## config.mk

```make
export PLATFORM = sky130hd
export DESIGN_NAME = pc_fetch_unit_flat
export DESIGN_NICKNAME = d
export VERILOG_FILES = /design/src/rtl/pc_fetch_unit_pkg.sv /design/src/rtl/pc_fetch_unit_if.sv /design/src/rtl/pc_next_sel.sv /design/src/rtl/pc_fetch_unit.sv /design/src/flat_wrapper.sv
export SDC_FILE = /design/constraint.sdc
export NUM_CORES = 1
export LEC_CHECK = 0
export CELL_PAD_IN_SITES_DETAIL_PLACEMENT = 1
export CELL_PAD_IN_SITES_GLOBAL_PLACEMENT = 1
export CORE_ASPECT_RATIO = 0.8
export CORE_MARGIN = 2
export CORE_UTILIZATION = 40
export CTS_CLUSTER_SIZE = 20
export DETAILED_ROUTE_END_ITERATION = 6
export DONT_BUFFER_PORTS = 1
export HOLD_SLACK_MARGIN = 0.05
export PLACE_DENSITY = 0.78
export SKIP_LAST_GASP = 1
export SYNTH_ARGS = -nofsm -noshare
export SYNTH_HDL_FRONTEND = slang
export SYNTH_SLANG_ARGS = --single-unit
```

## constraint.sdc

```tcl
create_clock -name clock -period 2.2 [get_ports clock]
set_input_delay 0.22 -clock clock [delete_from_list [all_inputs] [get_ports clock]]
set_output_delay 0.22 -clock clock [all_outputs]
set_load 0.1 [all_outputs]
```

## src/rtl/pc_fetch_unit_pkg.sv

```systemverilog
// Shared fetch datapath definitions: FSM encoding,
// sequential step and the word-alignment mask.
package pc_fetch_unit_pkg;

  typedef enum logic [1:0] {
    ST_START   = 2'd0,
    ST_FETCH   = 2'd1,
    ST_DELIVER = 2'd2,
    ST_FAULT   = 2'd3
  } fetch_state_e;

  localparam logic [31:0] PC_STEP_DFLT = 32'd4;
  localparam logic [31:0] ALIGN_MASK   = 32'h0000_0003;

  function automatic logic is_misaligned(
    input logic [31:0] a
  );
    return |(a & ALIGN_MASK);
  endfunction

endpackage

```

## src/rtl/pc_fetch_unit_if.sv

```systemverilog
// Instruction-memory request/response bundle between
// the fetch unit (master) and instruction memory (slave).
interface pc_fetch_unit_if;

  logic        imem_req;
  logic [31:0] imem_addr;
  logic        imem_ready;
  logic [31:0] imem_rdata;

  modport master (
    output imem_req,
    output imem_addr,
    input  imem_ready,
    input  imem_rdata
  );

  modport slave (
    input  imem_req,
    input  imem_addr,
    output imem_ready,
    output imem_rdata
  );

endinterface

```

## src/rtl/pc_next_sel.sv

```systemverilog
// Next-PC mux (branch target or PC+step, wrapping)
// plus the alignment check on the selected value.
module pc_next_sel
  import pc_fetch_unit_pkg::*;
#(
  parameter logic [31:0] STEP = PC_STEP_DFLT
) (
  input  logic [31:0] pc,
  input  logic        branch_taken,
  input  logic [31:0] branch_target,
  output logic [31:0] next_pc,
  output logic        misaligned
);

  logic [31:0] seq_pc;

  assign seq_pc = pc + STEP;

  always_comb begin
    next_pc = seq_pc;
    if (branch_taken) next_pc = branch_target;
    misaligned = is_misaligned(next_pc);
  end

endmodule

```

## src/rtl/pc_fetch_unit.sv

```systemverilog
// Program counter and single-outstanding instruction fetch:
// START -> FETCH -> DELIVER -> FETCH ..., FAULT on misalignment.
module pc_fetch_unit
  import pc_fetch_unit_pkg::*;
#(
  parameter logic [31:0] RESET_PC = 32'h0000_0000,
  parameter logic [31:0] PC_STEP  = PC_STEP_DFLT
) (
  input  logic                    clock,
  input  logic                    reset,
  input  logic [31:0]             branch_target,
  input  logic                    branch_taken,
  input  logic                    stall,
  pc_fetch_unit_if.master         imem,
  output logic [31:0]             PC,
  output logic [31:0]             instr,
  output logic                    instr_valid,
  output logic                    misaligned_fault
);

  fetch_state_e state, state_nx;

  logic [31:0] pc_nx;
  logic        pc_mis;
  logic        req;
  logic        load;
  logic        consume;

  pc_next_sel #(
    .STEP(PC_STEP)
  ) u_sel (
    .pc            (PC),
    .branch_taken  (branch_taken),
    .branch_target (branch_target),
    .next_pc       (pc_nx),
    .misaligned    (pc_mis)
  );

  assign imem.imem_req  = req;
  assign imem.imem_addr = PC;

  always_comb begin
    state_nx = state;
    req      = 1'b0;
    load     = 1'b0;
    consume  = 1'b0;
    unique case (state)
      ST_START: state_nx = ST_FETCH;
      ST_FETCH: begin
        req = 1'b1;
        if (imem.imem_ready) begin
          load     = 1'b1;
          state_nx = ST_DELIVER;
        end
      end
      ST_DELIVER: begin
        if (!stall) begin
          consume  = 1'b1;
          state_nx = pc_mis ? ST_FAULT : ST_FETCH;
        end
      end
      ST_FAULT: state_nx = ST_FAULT;
      default:  state_nx = ST_START;
    endcase
  end

  always_ff @(posedge clock or negedge reset) begin
    if (!reset) begin
      state <= ST_START;
    end else begin
      state <= state_nx;
    end
  end

  always_ff @(posedge clock or negedge reset) begin
    if (!reset) begin
      PC               <= RESET_PC;
      instr            <= 32'h0;
      instr_valid      <= 1'b0;
      misaligned_fault <= 1'b0;
    end else begin
      if (load) begin
        instr       <= imem.imem_rdata;
        instr_valid <= 1'b1;
      end
      if (consume) begin
        PC          <= pc_nx;
        instr_valid <= 1'b0;
        if (pc_mis) misaligned_fault <= 1'b1;
      end
    end
  end

endmodule

```

## src/flat_wrapper.sv

```systemverilog
// flat-port wrapper written by rule: the top's interface ports become plain ports
module pc_fetch_unit_flat import pc_fetch_unit_pkg::*;
#(
  parameter logic [31:0] RESET_PC = 32'h0000_0000,
  parameter logic [31:0] PC_STEP  = PC_STEP_DFLT
)
  (clock, reset, branch_target, branch_taken, stall, PC, instr, instr_valid, misaligned_fault, imem_imem_req, imem_imem_addr, imem_imem_ready, imem_imem_rdata);
  pc_fetch_unit_if imem_i ();
  input  logic clock;
  input  logic reset;
  input  logic [31:0] branch_target;
  input  logic branch_taken;
  input  logic stall;
  output logic [31:0] PC;
  output logic [31:0] instr;
  output logic instr_valid;
  output logic misaligned_fault;
  output wire logic [$bits(imem_i.imem_req)-1:0] imem_imem_req;
  output wire logic [$bits(imem_i.imem_addr)-1:0] imem_imem_addr;
  input wire logic [$bits(imem_i.imem_ready)-1:0] imem_imem_ready;
  input wire logic [$bits(imem_i.imem_rdata)-1:0] imem_imem_rdata;
  assign imem_imem_req = imem_i.imem_req;
  assign imem_imem_addr = imem_i.imem_addr;
  assign imem_i.imem_ready = imem_imem_ready;
  assign imem_i.imem_rdata = imem_imem_rdata;
  pc_fetch_unit #(.RESET_PC(RESET_PC), .PC_STEP(PC_STEP)) u_core (.clock(clock), .reset(reset), .branch_target(branch_target), .branch_taken(branch_taken), .stall(stall), .imem(imem_i), .PC(PC), .instr(instr), .instr_valid(instr_valid), .misaligned_fault(misaligned_fault));
endmodule
```

# Word level (Yosys, flattened, before mapping)
# Cells that the tools add are included.
[totals]
inputBits = 69
elab_cells = 28
ff_bits = 68
output_inout_bits = 99
[op_classes]
mux = 12
reduce_logical = 5
add_sub_neg = 1
eq_ne = 5
[ops]
columns = ["cell", "count"]
rows = [
  ["$add 32x3->32 const B", 1],
  ["$mux 32", 1],
  ["$pmux 2 s4", 1],
  ["$mux 1", 7],
  ["$mux 2", 3],
  ["$eq 2x2->1 const B", 2],
  ["$ne 2x2->1 const B", 2],
  ["$reduce_and 2->1", 2],
  ["$eq 2x1->1 const B", 1],
  ["$logic_not 2->1", 1],
  ["$reduce_bool 2->1", 1],
  ["$reduce_or 2->1", 1],
]

# Depth between registers and ports, before layout
# Gate-level depths: netlist of run 1.
[depth]
word_depth = 6
mapped_depth = 7
ltp_nobuf = 6

# Hierarchy
# A second synthesis of run 1 with hierarchy kept.
[hier_totals]
cells_unflattened = 346
area_unflattened_um2 = 3821.2
[by_module_without_submodules]
columns = ["mod", "seq_area_each_um2", "instances", "cells_per_inst", "area_per_inst_um2"]
rows = [
  ["pc_fetch_unit", 1701.6, 1, 183, 2805.2],
  ["pc_next_sel", 0.0, 1, 163, 1016.0],
]

# Worst setup path before layout of run 1
# Ideal clock, no wire load.
[synth_timing]
kind = "register -> register"
startpoint = "register u_core.state[0]"
endpoint = "register u_core.instr[0]"
arrival_ns = 2.811
setup_ns = 0.126
path_slack_ns = -0.736
n_path_buf = 1
t_required_ns = 2.074
path_stages_with_launch = 5
synth_period_minus_slack_ns = 2.936
path_cell_list = "dfrtp_1 -> nor2b_1 -> nand2_1 -> clkbuf_1 -> mux2_2"
[synth_via]
elab_chain_cells = 2
[synth_lines]
columns = ["item", "line_no", "rtl"]
rows = [
  ["start: declaration", "pc_fetch_unit.sv:21", "fetch_state_e state, state_nx;"],
  ["start signal: assignment", "pc_fetch_unit.sv:71", "state <= state_nx;"],
  ["$eq 2x1->1", "pc_fetch_unit.sv:47", "unique case (state)"],
  ["$mux 1", "pc_fetch_unit.sv:47", ""],
  ["end signal: assignment", "pc_fetch_unit.sv:83", "instr <= imem.imem_rdata;"],
  ["end: declaration", "pc_fetch_unit.sv:16", "output logic [31:0] instr,"],
]
# No other way between the ends.
# A chain may end at the register's enable or synchronous reset.

# Worst setup path after layout of run 1
[layout_timing]
startpoint = "register u_core.PC[2]"
endpoint = "register u_core.PC[16]"
[layout_via]
elab_chain_cells = 2
[layout_lines]
columns = ["item", "line_no", "rtl"]
rows = [
  ["start: declaration", "pc_fetch_unit.sv:15", "output logic [31:0] PC,"],
  ["start signal: assignment", "pc_fetch_unit.sv:87", "PC <= pc_nx;"],
  ["$add 32x3->32", "pc_next_sel.sv:17", "assign seq_pc = pc + STEP;"],
  ["$mux 32", "pc_next_sel.sv:21", "if (branch_taken) next_pc = branch_target;"],
]
# No other way between the ends.

==> results.md, run 1 <==
- Crit-path cells: ha_1, nand4_4, or3_4, or4b_4, o21ai_2, a21oi_2
- GR Util met1: between 20% and 30%
- Residual DRC count: 0
- H-tree depth: 3
- Root Buffer: clkbuf_16
- Detailed Route Iter0 Violations: 106
- Final Net Count: 466
- Final period utilization: between 90% and 100%
- Most frequent cell after synthesis: dfrtp_1
- Area Growth Syn to Fin: 26.1%
- Antenna viol nets, final: 0
- Gr usage total: between 20% and 30%
- DRT Pass-1 Iters: 4
- Status: completed
- Syn nets: 429
- Worst Hold Depth: 2
- Share of layout cells above drive strength 1: a little over a third
- Placed Cells: about 460
- Worst Max-Slew Pin Slew: 956 ps
- CTS clk-pin slew, worst paths: 60 ps
- CTS sink cnt: 68
- P_leak: ~2 nW
- CTS Buf Count: 9
- Non-Filler Instances: 516
- Syn_area_per_cell: between 10 and 15 sq um
- Netlist cell types: 46
- Cells after synthesis: around 360
- Slowest cell on the critical path: or4b_4
- CP Capture Type: flop
- Hold Violations, Final: 0
- Initial Utilization: 40.9%
- Critical path type: reg2reg
- Die Height: roughly 90 um
- Setup TNS Final: 0 ps
- Cts hold-fix bufs: 37
- Pwr dens: about 1500 nW/um^2
- Congestion Overflow GR: 0
- Global-route wire length before repair: 17400 um
- CP required: 2400 ps
- Relative slew slack: approximately 36%
- Core Rows: 31
- Min Tclk post-route: approximately 2000 ps
- Core ar.: between 8000 and 9000 sq um
- Routed vias: about 3000
- Total Wirelength: between 10000 and 15000 um
- CTS tree: yes
- Arr. time, crit path: about 2200 ps
- Clk_lat worst skew: between 300 and 400 ps
- Worst r2r src: u_core.PC[2]
- Post-CTS sizing: 0
- Met3 Resource Use GR: under 10%
- Fill cells: roughly 940
- Top_reg_cell synth: dfrtp_1
- Hold Crit Start: branch_target[27]
- Die area: ~9900 sq um
- Initial antenna violation count: 1
- Diode count: 0
- Worst vdd rail ir drop: between 0.7 and 0.8 mV
- Commonest cells in the netlist: dfrtp_1 (68), a21oi_1 (37), buf_4 (35)
- Reg2Reg Setup Slack: just under 200 ps
- Clk_skew: 6.09 ps
- FF-to-FF path depth: 6
- Crit path max fanout: 5
- Max Cap Viol: 0
- Avg WL per Cell: about 21 um
- Pin count of the biggest net entering global routing: 69
- Post-Syn Area: around 3700 sq um
- Postcts setup bufs: 0
- Hpwl dp: roughly 7000 um
- IO buf count: 0
- Fmax: between 400 and 500 MHz
- Pre-CTS setup slack: 208 ps
- Max Slew Vio Count: 0
- Post-synth top area cell: dfrtp_1
- Num ports: around 170
- Vias in the first global route: around 3300
- Max incr delay on CP: roughly 530 ps
- Setup ws final: 193 ps
- Top cell type's share of synthesized area: 46.5%
- Setup-failing EPs final: 0
- Hold EP: u_core.PC[27]
- Most Used Layer, Global Route: met2
- Worst Hold Class: in2reg
- Via density: slightly below 6
- Seq cells post-synth: 68
- Max Root-Sink Buffers: 2
- Overall power: roughly 6.8 mW
- EDFF count, synth: 0
- Die Wd: roughly 110 um
- Register area share after synthesis: roughly 46%
- Worst r2r dst: u_core.PC[16]
- Synth top area cells: dfrtp_1 (46%), mux2_2 (10%), buf_4 (7.2%), a21oi_1 (5.1%), o21ai_0 (4.1%)
- Critical Path Start Type: flop
- Async set-reset flop share out of synthesis: 100%
- RSZ-0062 raised after global routing: false
- M2 GR Usage: 39.0%
- Placer's final routability congestion estimate: around 0.83
- Yosys warns: 0
worst max-delay path by stage:
stage / from / end / slack, ps / cells after the start
after global routing: u_core.PC[3] / u_core.PC[16] / 120 / 6
after CTS: u_core.PC[2] / u_core.PC[16] / 190 / 6
after floorplan: u_core.PC[3] / u_core.PC[16] / 3 / 6
after global placement: u_core.PC[2] / u_core.PC[16] / 250 / 6
after detailed placement: u_core.PC[2] / u_core.PC[16] / 210 / 6
final: u_core.PC[2] / u_core.PC[16] / 190 / 6
where the power goes:
part / internal [mW] / switching (mW) / leakage (nW)
Clock: 1.23 / 0.559 / 0.177
Combinational: 0.376 / 1.93 / 0.996
Sequential: 1.49 / 1.20 / 0.808
Total: 3.09 / 3.69 / 1.98
state kept, by name, indices dropped and copies added, names as in the netlist:
signal	count
u_core.PC	32
u_core.instr	32
u_core.state	2
u_core.instr_valid	1
u_core.misaligned_fault	1
final cells by class:
| type | count | area, sq um | share of cell area (%) |
|---|---|---|---|
| sequential | 68 | 1750 | 37.9 |
| multi-input combinational | 234 | 1620 | 35.1 |
| timing repair buffer | 81 | 731 | 15.8 |
| clock buffer | 10 | 229 | 4.96 |
| tap | 115 | 144 | 3.12 |
| clock inverter | 6 | 138 | 2.98 |
| inverter | 2 | 7.51 | 0.163 |
cells in the final DEF, fill, tap and decap left out, types with 2 or more instances in the layout:
| cell | Yosys | routed |
|---|---|---|
| buf_4 | 35 | 43 |
| a21oi_1 | 37 | 37 |
| dlygate4sd3_1 | 0 | 36 |
| dfrtp_1 | 68 | 36 |
| mux2_2 | 34 | 34 |
| o21ai_0 | 30 | 30 |
| dfrtp_2 | 0 | 29 |
| nand2_1 | 25 | 25 |
| nand4_1 | 14 | 14 |
| nor2_1 | 13 | 13 |
| nand3_1 | 10 | 10 |
| clkbuf_16 | 0 | 9 |
| and3_1 | 7 | 7 |
| nor3_1 | 7 | 7 |
| a41o_1 | 5 | 5 |
| o22ai_1 | 4 | 4 |
| nor2b_1 | 5 | 4 |
| a31o_2 | 4 | 4 |
| bufinv_16 | 0 | 4 |
| a31oi_1 | 3 | 3 |
| a21o_1 | 3 | 3 |
| mux2i_1 | 3 | 3 |
| a2bb2oi_1 | 3 | 3 |
| a22oi_1 | 3 | 3 |
| dfrtp_4 | 0 | 3 |
| nand4_4 | 2 | 2 |
| and4_1 | 2 | 2 |
| o2bb2ai_1 | 2 | 2 |
| o21ai_1 | 2 | 2 |
| clkinv_4 | 0 | 2 |
metrics by stage:
step                util, %  cell area (sq um)  hold WS (ps)
floorplan                 -               3700         -75.6
global placement       43.1               3860         -73.7
detailed placement     43.1               3860         -73.7
CTS                    51.5               4620          60.5
global route           51.5               4620          70.8
finish                 51.5               4620          70.4
layer usage:
layer / vias to the layer above / routed length, um
li1: 1358 / -
met1: 1508 / 4670
met2: 131 / 5210
met3: 15 / 1010
met4: 2 / 113
met5: - / 11
critical path, delay by kind of cell (launching register included):
family	cells	cell delay (ps)
DFF	1	410
AOI/OAI and AO/OA	2	140
adders and majority gates	1	280
and+or+nand+nor	3	1050
cell families (layout without fill, tap and decap cells):
logic type	count (synthesis)	in the layout	share of synthesized area, %
AND/OR/NAND/NOR	94	94	15.4
flip-flops	68	68	46.5
buffers and inverters	57	99	9.71
adder cells (fa/ha/maj)	1	1	0.342
AO/OA/AOI/OAI	102	102	16.8
multiplexers	37	37	11.3
(Power assumes the default switching activity.)
==> run 2, diff against run 1 <==
- CORE_ASPECT_RATIO: 0.8 -> 0.5
==> run 2 against run 1 <==
  * Global-route usage fell by 0.50 points
  * Die area rose by 0.42%
  * Flip-flop and latch count did not move
  * Critical path type unchanged
  * Final cell count rose by 0.97%
  * Via count rose by 1.8%
  * Non-clock buffer count rose by 3
  * Sequential power barely moved
  * Final area fell by 0.43%
  * Critical path depth rose by 1
  * Core utilization rose by 0.72 points
==> results.md, run 2 (synthesis gave the netlist of run 1 again) <==
- CP delay by family, top: simple AND/OR/NAND/NOR gates
- Fmax: roughly 470 MHz
- Max Slew Vio Count: 0
- Met2 WL: between 5000 and 6000 um
- Avg WL per Cell: between 20 and 25 um
- Max Root-Sink Buffers: 2
- Pin count of the biggest net entering global routing: between 60 and 70
- Final instance area: ~4600 sq um
- Setup-failing EPs final: 0
- Pre-CTS setup slack: -31.2 ps
- Final period utilization: around 96%
- Placer's final routability congestion estimate: 0.816
- Via density: slightly below 6
- RSZ-0062 raised after global routing: false
- Core ar.: approximately 8800 sq um
- Hold slack final: 71.6 ps
- Die Height: a little over 70 um
- Die area: ~10000 sq um
- Clk_skew: a little under 4 ps
- Total Wirelength: ~11000 um
- Global-route wire length before repair: 17400 um
- Placed Cells: 467
- Final core occ: ~52%
- CTS sink cnt: slightly below 70
- Residual DRC count: 0
- Postcts setup bufs: 0
- Fill cells: ~900
- Share of layout cells above drive strength 1: between 30% and 40%
- Crit-path cells: buf_6, nand4_1, nor4_4, buf_4, nand3_1, a31oi_1, nand3_1
- Initial Utilization: about two fifths
- Setup TNS Final: 0 ps
- Most frequent cells in the layout: buf_4 (43), a21oi_1 (37), dlygate4sd3_1 (37)
- DRT met1 WL: approximately 4300 um
- DRT Pass-1 Iters: 4
- Cell mode on critical path: nand3_1
- Critical Path Start Type: flop
- Num ports: between 150 and 200
- CP Capture Type: flop
- Hpwl dp: between 7000 and 8000 um
- Antenna viol nets, final: 0
- Max Cap Viol: 0
- Commonest non-fill, non-tap cell in the layout: buf_4
- Routed met3 length: a little under 700 um
- Core Rows: 24
- Min Tclk post-route: between 2000 and 2500 ps
- IO buf count: 0
- Slowest cell on the critical path: dfrtp_4
- Diode count: 0
- P_leak: between 1.5 and 2 nW
- Final Net Count: 469
- Worst vdd rail ir drop: around 0.67 mV
- Gr usage total: between 20% and 30%
- Reg2Reg Setup Slack: about 87 ps
- Arr. time, crit path: approximately 2300 ps
- CTS tree: yes
- Max incr delay on CP: roughly 430 ps
- Detailed Route Iter0 Violations: 179
- Congestion Overflow GR: 0
- Critical path type: reg2reg
- Die Wd: roughly 140 um
- Worst Path Buf+Inv: 2
- Routed vias: slightly above 3000
- CTS clk-pin slew, worst paths: about 60 ps
- Non-Filler Instances: around 520
- CP required: 2400 ps
- Initial antenna violation count: 0
- Hold Violations, Final: 0
- Vias in the first global route: 3327
- H-tree depth: 3
- Clk_lat worst skew: about 330 ps
- Overall power: between 6 and 7 mW
- Root Buffer: clkbuf_16
- Crit path max fanout: 16
- CTS Buf Count: 9
- Status: completed
- Worst Max-Slew Pin Slew: 937 ps
- Top routing layer in use: met4
- Pwr dens: between 1000 and 1500 nW/um^2
- Area Growth Syn to Fin: 25.5%
- Worst Hold Class: in2reg
- Setup ws final: 87.2 ps
- Placed cell areas: ~3900 sq um
- Relative slew slack: a little under two fifths
- Largest registers: u_core.PC: 32 flops, u_core.instr: 32 flops, u_core.state: 2 flops
==> run 2: repair_timing <==
| action | in CTS | in global routing |
|---|---|---|
| hold endpoints to repair | 103 | 0 |
| setup endpoints to repair | 2 | 2 |
| hold buffers | 38 | 0 |
| gates resized for setup | 2 | 2 |
==> run 2: per-layer routing <==
layer  up-vias  global-route usage [%]
met5         -                       0
met4         0                    4.94
met3        10                    6.28
met2       124                    40.3
met1      1570                    26.1
li1       1363                       -
==> run 2: layout make-up <==
class	count	area (sq um)	area share, %
clock buffer	9	225	4.90
clock inverter	7	76.3	1.66
inverter	2	7.51	0.163
multi-input combinational	234	1630	35.4
sequential	68	1750	38.1
tap	117	146	3.19
timing repair buffer	84	763	16.6
==> run 2: power breakdown <==
group          internal, mW  switching (mW)  leakage [nW]
Clock                 0.883           0.579         0.142
Combinational         0.381            1.95          1.01
Sequential             1.49            1.17         0.808
Total                  2.75            3.70          1.96
==> run 2: path summary, 6_finish.rpt <==
check | from | to | cells after the start
worst max-delay path | u_core.PC[2] | u_core.PC[27] | 7
worst min-delay path | stall | u_core.state[0] | 2
worst max register to register | u_core.PC[2] | u_core.PC[27] | 7
worst min register to register | u_core.PC[1] | u_core.PC[1] | 1
max in group asynchronous | reset | u_core.PC[15] | 2
min in group asynchronous | reset | u_core.instr[7] | 2
==> run 3, diff against run 2 <==
- ABC_AREA: default -> 1
- PLACE_DENSITY: 0.78 -> 0.8
- SETUP_SLACK_MARGIN: default -> 0.2
==> run 3 against run 2 <==
  * Synthesized area increased by 12%
  * Final area up 7.4%
  * Clock power rose by 6%
  * Worst hold slack better by 17 ps
  * Critical path depth rose by 1
  * Non-clock buffer count fell by 8
  * Power grew 7.8%
  * Largest cell class is now multi-input gates
  * Highest routed layer unchanged
==> results.md, run 3 <==
- CP Capture Type: flop
- RSZ-0062 raised after global routing: false
- DRT Pass-1 Iters: 4
- Worst r2r dst: u_core.PC[16]
- Crit path max fanout: 3
- Final Net Count: between 600 and 700
- Async set-reset flop share out of synthesis: 100%
- Pre-CTS setup slack: 540 ps
- Worst Hold Class: in2reg
- CP delay by family, top: simple AND/OR/NAND/NOR gates
- Arr. time, crit path: approximately 2000 ps
- Commonest non-fill, non-tap cell in the layout: nand2_1
- Pwr dens: 1410 nW/um^2
- Most frequent cell after synthesis: nand2_1
- FF-to-FF path depth: 8
- Overall power: ~7 mW
- Clk_skew: 6.07 ps
- Critical Path Start: u_core.PC[11]
- Worst Path Buf+Inv: 2
- Hold Violations, Final: 0
- Syn nets: approximately 600
- P_leak: roughly 2.3 nW
- Antenna viol nets, final: 0
- Yosys warns: 0
- Root Buffer: clkbuf_16
- Residual DRC count: 0
- Cells after synthesis: ~520
- Area Growth Syn to Fin: 20.8%
- Seq cells post-synth: 68
- Cts hold-fix bufs: 35
- Setup-failing EPs final: 0
- Max Slew Vio Count: 0
- Top_reg_cell synth: dfrtp_1
- CTS sink cnt: between 60 and 70
- Congestion Overflow GR: 0
- Core Rows: 26
- Placer's final routability congestion estimate: 0.811
- Reg2Reg Setup Slack: 470 ps
- Max incr delay on CP: roughly 370 ps
- IO buf count: 0
- Diode count: 0
- Initial antenna violation count: 0
- Via density: between 5 and 6
- Share of layout cells above drive strength 1: about a quarter
- Slowest cell on the critical path: dfrtp_2
- Crit. path cell count: 8
- Largest registers: u_core.PC: 32 flops, u_core.instr: 32 flops, u_core.state: 2 flops
- Num ports: ~170
- Most frequent cells in the layout: nand2_1 (138), nor2_1 (63), inv_1 (45)
- H-tree depth: 3
- Final period utilization: 78.5%
- EDFF count, synth: 0
- Vias in the first global route: roughly 3700
- Pin count of the biggest net entering global routing: 69
- CP required: approximately 2400 ps
- CTS clk-pin slew, worst paths: ~60 ps
- Worst r2r src: u_core.PC[11]
- Die area: between 10000 and 15000 sq um
- Post-CTS sizing: 0
- CTS Buf Count: 9
- Crit-path cells: buf_4, nand2_1, nor2_1, nand3_1, o21ai_0, nand2_1, o21ai_0, inv_1
- Post-Syn Area: 4090 sq um
- Post-synth top area cell: dfrtp_1
- Critical path type: reg2reg
- Setup TNS Final: 0 ps
- CP endpoint: u_core.PC[16]
- Global-route wire length before repair: approximately 19000 um
- Detailed Route Iter0 Violations: 84
- Routed vias: ~3500
- Commonest cells in the netlist: nand2_1 (138), dfrtp_1 (68), nor2_1 (63)
- Status: completed
- Die Height: ~75 um
- Synth top area cells: dfrtp_1 (42%), nand2_1 (13%), mux2_2 (8.8%), buf_4 (5.9%), nor2_1 (5.8%)
- Hpwl dp: 8050 um
- Fmax: around 580 MHz
- CTS tree: yes
- Total Wirelength: around 12000 um
- Die Wd: roughly 150 um
- Avg WL per Cell: about 17 um
- Min Tclk post-route: between 1500 and 2000 ps
- Critical Path Start Type: flop
- Worst vdd rail ir drop: 0.568 mV
- Register area share after synthesis: roughly two fifths
- Max Root-Sink Buffers: 2
- Relative slew slack: approximately 38%
- Top cell type's share of synthesized area: 41.6%
- Initial Utilization: between 40 and 50%
- Setup ws final: 473 ps
- Gr usage total: between 20% and 30%
- Hold slack final: just under 90 ps
- Max Cap Viol: 0
- Worst Max-Slew Pin Slew: 936 ps
- Netlist cell types: 28
- Core ar.: about 10000 sq um
- Postcts setup bufs: 0
- Clk_lat worst skew: roughly 330 ps
- Syn_area_per_cell: ~7.9 sq um
run 3: final cells by class:
cell class,count,area (sq um)
clock inverter,6,88.8
sequential,68,1740
tap,140,175
multi-input combinational,352,1840
inverter,46,173
timing repair buffer,76,688
fill,1220,5150
clock buffer,9,225
run 3: worst min-delay path by stage:
stage / from / endpoint / slack (ps) / depth (start not counted)
after floorplan: reset / u_core.PC[0] / -80 / 0
after global placement: reset / u_core.PC[23] / -70 / 0
after detailed placement: reset / u_core.PC[25] / -70 / 0
after CTS: stall / u_core.state[1] / 80 / 2
after global routing: branch_taken / u_core.PC[3] / 90 / 2
final: stall / u_core.state[1] / 90 / 2
run 3: per-stage QoR:
step / util [%] / cell area (sq um) / cells
after global routing: 48.9 / 4940 / 697
after floorplan: - / 4100 / 515
after detailed placement: 42.2 / 4250 / 647
final: 48.9 / 4940 / 697
after global placement: 42.2 / 4250 / 647
after CTS: 48.9 / 4940 / 697
run 3: cells by family (layout without fill, tap and decap cells):
logic type / after synthesis / after routing / synth area share (%)
buffers and inverters: 95 / 137 / 13.4
AO/OA/AOI/OAI: 54 / 54 / 6.89
adder cells (fa/ha/maj): 1 / 1 / 0.306
multiplexers: 32 / 32 / 8.82
AND/OR/NAND/NOR: 265 / 265 / 29.0
flip-flops: 68 / 68 / 41.6
run 3: worst register-to-register path, stage by stage (launching register included):
cell and delay, ps:
dfrtp_2 370, buf_4 300, nand2_1 120, nor2_1 190
nand3_1 160, o21ai_0 260, nand2_1 90, o21ai_0 80
inv_1 50
run 3: routing by layer:
| metal | track usage (%) | share of wire (%) |
|---|---|---|
| met1 | 25.7 | 43 |
| met2 | 39.1 | 49 |
| met3 | 8.98 | 7.7 |
| met4 | 5.56 | 0.73 |
| met5 | 0 | 0 |
run 3: power by group:
group / leakage (nW) / internal [mW] / switching [mW]
Combinational: 1.34 / 0.437 / 2.38
Sequential: 0.807 / 1.50 / 1.08
Clock: 0.148 / 0.988 / 0.566
Total: 2.30 / 2.93 / 4.03
